[config.mk]
export PLATFORM = sky130hd
export DESIGN_NAME = apb_regfile_slave
export DESIGN_NICKNAME = d
export VERILOG_FILES = /design/src/rtl/apb_pkg.sv /design/src/rtl/apb_reg_bank.sv /design/src/rtl/apb_regfile_slave.sv
export SDC_FILE = /design/constraint.sdc
export NUM_CORES = 1
export LEC_CHECK = 0
export CAP_MARGIN = 0
export CORE_AREA = 2 2 446 448
export DETAILED_ROUTE_END_ITERATION = 6
export DIE_AREA = 0 0 448 450
export SYNTH_ARGS = -nofsm -noshare
export SYNTH_HDL_FRONTEND = slang
export SYNTH_SLANG_ARGS = --single-unit
[constraint.sdc]
create_clock -name pclk -period 3.69 [get_ports pclk]
set_clock_uncertainty 0.15 [all_clocks]
set_input_delay 0.369 -clock pclk [delete_from_list [all_inputs] [get_ports pclk]]
set_output_delay 0.369 -clock pclk [all_outputs]
set_load 0.05 [all_outputs]
[src/rtl/apb_pkg.sv]
`default_nettype none
// ---------------------------------------------------------------------------
// apb_pkg : shared FSM state type and byte-strobe mask helper
// Rev 1.0
// ---------------------------------------------------------------------------
package apb_pkg;

   typedef enum logic [1:0] {
      ST_IDLE  = 2'd0,
      ST_SETUP = 2'd1,
      ST_WAIT  = 2'd2,
      ST_RESP  = 2'd3
   } apb_state_e;

   // Widest supported bus is 32 bits; narrower banks slice the low bits.
   function automatic logic [31:0] strb_to_mask(input logic [3:0] strb);
      logic [31:0] mask;
      for (int b = 0; b < 4; b++) begin
         mask[8*b +: 8] = {8{strb[b]}};
      end
      return mask;
   endfunction

endpackage
`default_nettype wire

[src/rtl/apb_reg_bank.sv]
`default_nettype none
// ---------------------------------------------------------------------------
// apb_reg_bank : register storage array with byte-enable writes
// Rev 1.0
// ---------------------------------------------------------------------------
module apb_reg_bank
   import apb_pkg::*;
#(
   parameter int DATA_W   = 32,
   parameter int NUM_REGS = 16,
   parameter int IDX_W    = 4
) (
   input  logic                         clk,
   input  logic                         rst_n,
   input  logic                         i_we,
   input  logic [IDX_W-1:0]             i_idx,
   input  logic [DATA_W-1:0]            i_wdata,
   input  logic [DATA_W/8-1:0]          i_strb,
   output logic [NUM_REGS*DATA_W-1:0]   o_q
);

   logic [DATA_W-1:0] r_mem [NUM_REGS];
   logic [31:0]       w_mask_full;
   logic [DATA_W-1:0] w_mask;

   assign w_mask_full = strb_to_mask(4'(i_strb));
   assign w_mask      = w_mask_full[DATA_W-1:0];

   always_ff @(posedge clk or negedge rst_n) begin
      if (!rst_n) begin
         for (int i = 0; i < NUM_REGS; i++) begin
            r_mem[i] <= '0;
         end
      end else if (i_we) begin
         r_mem[i_idx] <= (r_mem[i_idx] & ~w_mask) | (i_wdata & w_mask);
      end
   end

   for (genvar g = 0; g < NUM_REGS; g++) begin : g_flat
      assign o_q[g*DATA_W +: DATA_W] = r_mem[g];
   end

endmodule
`default_nettype wire

[src/rtl/apb_regfile_slave.sv]
`default_nettype none
// ---------------------------------------------------------------------------
// apb_regfile_slave : APB slave with wait states, decode and RO registers
// Rev 1.0
// ---------------------------------------------------------------------------
module apb_regfile_slave
   import apb_pkg::*;
#(
   parameter int                DATA_W      = 32,
   parameter int                NUM_REGS    = 16,
   parameter logic [31:0]       BASE_ADDR   = 32'h7000_0000,
   parameter int                WAIT_STATES = 1,
   parameter logic [NUM_REGS-1:0] RO_MASK   = '0
) (
   input  logic                         pclk,
   input  logic                         presetn,
   input  logic                         psel,
   input  logic                         penable,
   input  logic                         pwrite,
   input  logic [31:0]                  paddr,
   input  logic [DATA_W-1:0]            pwdata,
   input  logic [DATA_W/8-1:0]          pstrb,
   output logic [DATA_W-1:0]            prdata,
   output logic                         pready,
   output logic                         pslverr,
   output logic [NUM_REGS*DATA_W-1:0]   reg_q,
   output logic [NUM_REGS-1:0]          wr_pulse,
   input  logic [NUM_REGS*DATA_W-1:0]   hw_status
);

   localparam int          c_NB      = DATA_W / 8;
   localparam int          c_ALSB    = $clog2(c_NB);
   localparam int          c_IDX_W   = (NUM_REGS > 1) ? $clog2(NUM_REGS) : 1;
   localparam logic [31:0] c_ALIGN   = 32'(c_NB - 1);
   localparam logic [2:0]  c_WS_LAST = (WAIT_STATES > 0) ? 3'(WAIT_STATES - 1) : 3'd0;

   apb_state_e              r_state, w_next;
   logic [2:0]              r_wcnt;
   logic                    r_pready;
   logic [31:0]             r_addr;
   logic                    r_write;
   logic [DATA_W-1:0]       r_wdata;
   logic [DATA_W/8-1:0]     r_strb;

   logic                    w_latch;
   logic [31:0]             w_offset;
   logic [31:0]             w_word;
   logic [c_IDX_W-1:0]      w_idx;
   logic                    w_dec_err;
   logic                    w_ro;
   logic                    w_err;
   logic                    w_in_resp;
   logic                    w_commit;
   logic [DATA_W-1:0]       w_rd;

   always_comb begin
      w_next = r_state;
      case (r_state)
         ST_IDLE:  if (psel && !penable) w_next = ST_SETUP;
         ST_SETUP: begin
            if (!psel)        w_next = ST_IDLE;
            else if (penable) w_next = (WAIT_STATES == 0) ? ST_RESP : ST_WAIT;
         end
         ST_WAIT: begin
            if (!psel)                    w_next = ST_IDLE;
            else if (r_wcnt == c_WS_LAST) w_next = ST_RESP;
         end
         default:  w_next = ST_IDLE;
      endcase
   end

   assign w_latch = (r_state == ST_SETUP) && psel && penable;

   always_ff @(posedge pclk or negedge presetn) begin
      if (!presetn) begin
         r_state  <= ST_IDLE;
         r_wcnt   <= '0;
         r_pready <= 1'b0;
         r_addr   <= '0;
         r_write  <= 1'b0;
         r_wdata  <= '0;
         r_strb   <= '0;
      end else begin
         r_state  <= w_next;
         r_pready <= (w_next == ST_RESP);
         if (r_state == ST_WAIT && w_next == ST_WAIT) r_wcnt <= r_wcnt + 3'd1;
         else                                         r_wcnt <= '0;
         if (w_latch) begin
            r_addr  <= paddr;
            r_write <= pwrite;
            r_wdata <= pwdata;
            r_strb  <= pstrb;
         end
      end
   end

   // Decode runs off the latched address so late bus changes cannot leak in.
   assign w_offset  = r_addr - BASE_ADDR;
   assign w_word    = w_offset >> c_ALSB;
   assign w_idx     = w_word[c_IDX_W-1:0];
   assign w_dec_err = (r_addr < BASE_ADDR) || ((w_offset & c_ALIGN) != '0) ||
                      (w_word >= 32'(NUM_REGS));
   assign w_ro      = !w_dec_err && RO_MASK[w_idx];
   assign w_err     = w_dec_err || (r_write && w_ro);
   assign w_in_resp = (r_state == ST_RESP);
   assign w_commit  = w_in_resp && r_write && !w_err;
   assign w_rd      = w_ro ? hw_status[w_idx*DATA_W +: DATA_W] : reg_q[w_idx*DATA_W +: DATA_W];

   assign pready  = r_pready;
   assign pslverr = w_in_resp && w_err;
   assign prdata  = (w_in_resp && !w_err) ? w_rd : '0;

   always_comb begin
      wr_pulse = '0;
      if (w_commit) wr_pulse[w_idx] = 1'b1;
   end

   apb_reg_bank #(
      .DATA_W   (DATA_W),
      .NUM_REGS (NUM_REGS),
      .IDX_W    (c_IDX_W)
   ) u_bank (
      .clk     (pclk),
      .rst_n   (presetn),
      .i_we    (w_commit),
      .i_idx   (w_idx),
      .i_wdata (r_wdata),
      .i_strb  (r_strb),
      .o_q     (reg_q)
   );

endmodule
`default_nettype wire

==> metrics.txt <==
CTS Buffer Depth 3; r2r startpoint r_addr[21]; Min-Delay Endpoint r_wdata[18]; post-synthesis adder-cell area fraction 0.0871%; nets 3,491; Worst Hold Class input pin to flip-flop; critical path class flip-flop to primary output; Mapped Nets 2,799; Initial DRC Count 2,871; Routability Congestion 0.865; clk_lat worst skew 0.68 ns; total power 19.5 mW; vias in the first global route 25,200; post-route cell area 42,800 um^2; Area Overhead vs Synth 48.9%; Setup crit end kind primary output; Synth cell types 44; Routed WL 174 mm; Port Buf Inserts 634; crit start category flip-flop; # setup viols final 0; clock edge transition at the registers on the reported setup and hold paths 0.06 ns; #FFs+latches synth 587; reg-to-reg slack, setup 0.22 ns; WP data arrival 3.11 ns; Synth Flop Type dfrtp_1; Wirelength per Cell 31.0 um; FF-to-FF path depth 8; Worst Setup Slack, final 0.0581 ns; Total Neg Setup Slack 0 ns; Initial Util 14.6%; clk root buf clkbuf_16; clock sink total 587; critical path, cell by cell buf_12 > buf_12 > buf_16 > mux2i_1 > a22oi_2 > nand4_1 > a21oi_4 > buf_12; Top Family by Delay on Critical Path buffers and inverters; Compound-Gate Fraction of Synth Area 15.7%; row count 163; Leak 17.4 nW; post-layout util 21.8%; initial antenna violation count 10; worst r2r dst u_bank.o_q[193]; PD cells 455 nW/um^2; CP Data Required Time 3.17 ns; Seq/Total Area, Yosys 51.1%; crit path time final 3.63 ns; total global-route track usage 16.6%; Vias/cell 4.53; DR pass1 iterations 6; Buf/Inv on CP 4; ys async rst share 100%; Post-Synthesis Cells 2,212; CP max stage cell dfrtp_4; Hold Crit Depth 2; xor and xnor area share after synthesis 0%; Final Cycle Share 98.4%; Max FO, Critical Path 22; H-Tree Depth 3; Hold Violations, Final 0; Slew Limit Fails 0; Post-route DRC 0; RSZ-0062 raised after global routing true; worst-margin pin slew 1.19 ns; Reg area 14,700 um^2; remaining antenna violation count 0; Hold WS 0.148 ns; largest net degree at the start of global routing 97; non-filler cells, final 5,600; Die Height 450 um; dominant combinational cell family by area after synthesis multiplexers; die area 202,000 um^2; Slew headroom 20.3%; Placed Cells 5,423; first-pass GRT wire length 230 mm; via count 25,400; Avg Inst Size Synth 13.0 um^2; status finished clean; dpl hpwl 128 mm; min-delay src pwdata[18]; Worst path max stage delay 0.50 ns; pre-CTS setup slack 0.226 ns; Max-Cap Viols 0; Post-Syn Area 28,700 um^2; synth warn 0; gr ovfl total 0; EDFF count, synth 0; total core area 197,000 um^2; Peak VDD IR 0.412 mV; f_max 275 MHz; CTS tree done; Fill cells 21,000; area used by multi-input combinational logic 13,300 um^2; placed cell area 39,400 um^2; simple logic cell fraction of the synthesized area 3.35%; CTS buffer count 69; post-synthesis mux area share 25.8%; # IOs 1,147; die width 448 um; share of cells above drive strength 1 29.8%; most frequent cell on the critical path buf_12
## layout by cell type, fill, tap and decap left out, types with 12 or more instances in the layout
cell type          n
a211oi_1          16
a211oi_2          12
a22oi_1           44
a22oi_2           17
a31oi_1          512
a32o_1            29
a32oi_1           29
buf_12            78
buf_4            163
clkbuf_1          19
clkbuf_16         71
clkdlybuf4s50_1  581
clkinv_2          12
dfrtp_1          583
mux2_2           179
mux2_4           178
mux2i_1          129
mux4_2            64
nand2_1           64
nor2_1            32
## cell type report
class,count,share of cell area [%]
flip-flops and latches,587,34.4
clock inverters,26,0.889
diodes,2,0.0117
inverters,2,0.0175
multi-input cells,1399,31.0
repair buffers,845,21.4
clock buffers,99,4.58
well taps,2640,7.72
## worst max path at each step
stage	startpoint	endpoint	slack (ns)	cells past startpoint
4_1_cts	r_addr[24]	wr_pulse[4]	-0.06	6
6_report	r_addr[3]	prdata[16]	0.06	8
5_1_grt	r_addr[3]	prdata[30]	-0.07	10
2_1_floorplan	r_addr[13]	prdata[10]	0.11	5
3_3_place_gp	r_addr[21]	wr_pulse[3]	0.25	4
3_5_place_dp	r_addr[21]	u_bank.o_q[111]	0.23	5
## flip-flops by register name, summed over array words and instances, names as in the netlist
name and flops:
u_bank.o_q 512, r_addr 32, r_wdata 32, r_strb 4, r_wcnt 3, r_state 2, pready 1, r_write 1
## synth_stat cells (22+ instances only)
cell type | n | area, um^2
buf_1 | 22 | 82.6
mux4_2 | 64 | 1440
a32oi_1 | 29 | 254
buf_6 | 31 | 349
a32o_1 | 29 | 290
nor2_1 | 36 | 135
a22oi_1 | 61 | 458
a31oi_1 | 512 | 3200
mux2_4 | 174 | 2610
mux2i_1 | 129 | 1290
a211oi_1 | 28 | 210
clkbuf_1 | 146 | 548
mux2_2 | 183 | 2060
nand2_1 | 73 | 274
dfrtp_1 | 587 | 14700
## cell families after synthesis
family          after synthesis
flops                       587
fa+ha+maj                     2
simple gates                175
buf+inv                     226
compound gates              672
mux                         550
## report_power, final
part           switching [mW]  total (mW)  internal (mW)
Sequential              0.310        6.97           6.66
Clock                    3.06        7.17           4.10
Combinational            3.64        5.33           1.69
## per-layer routing
layer	track usage, %	share of wire [%]
met1	21.3	41
met2	25.7	44
met3	4.84	9.6
met4	7.01	5.0
met5	0	0.0075
## worst reg2reg max path, delay by kind of cell, from the launching register on
kind | cells | cell delay (ns)
simple gates | 3 | 1.51
buf+inv | 4 | 0.89
mux | 1 | 0.42
flops | 1 | 0.37
## repair_timing
action / 4_1_cts / 5_1_grt
pin swaps: 18 / 5
hold endpoints to repair: 67 / 0
setup endpoints to repair: 46 / 31
gates resized for setup: 60 / 21
buffers inserted: 37 / 2
gates cloned: 9 / 1
hold buffers: 1 / 0
Note: power is estimated with default switching activity, not from simulation.
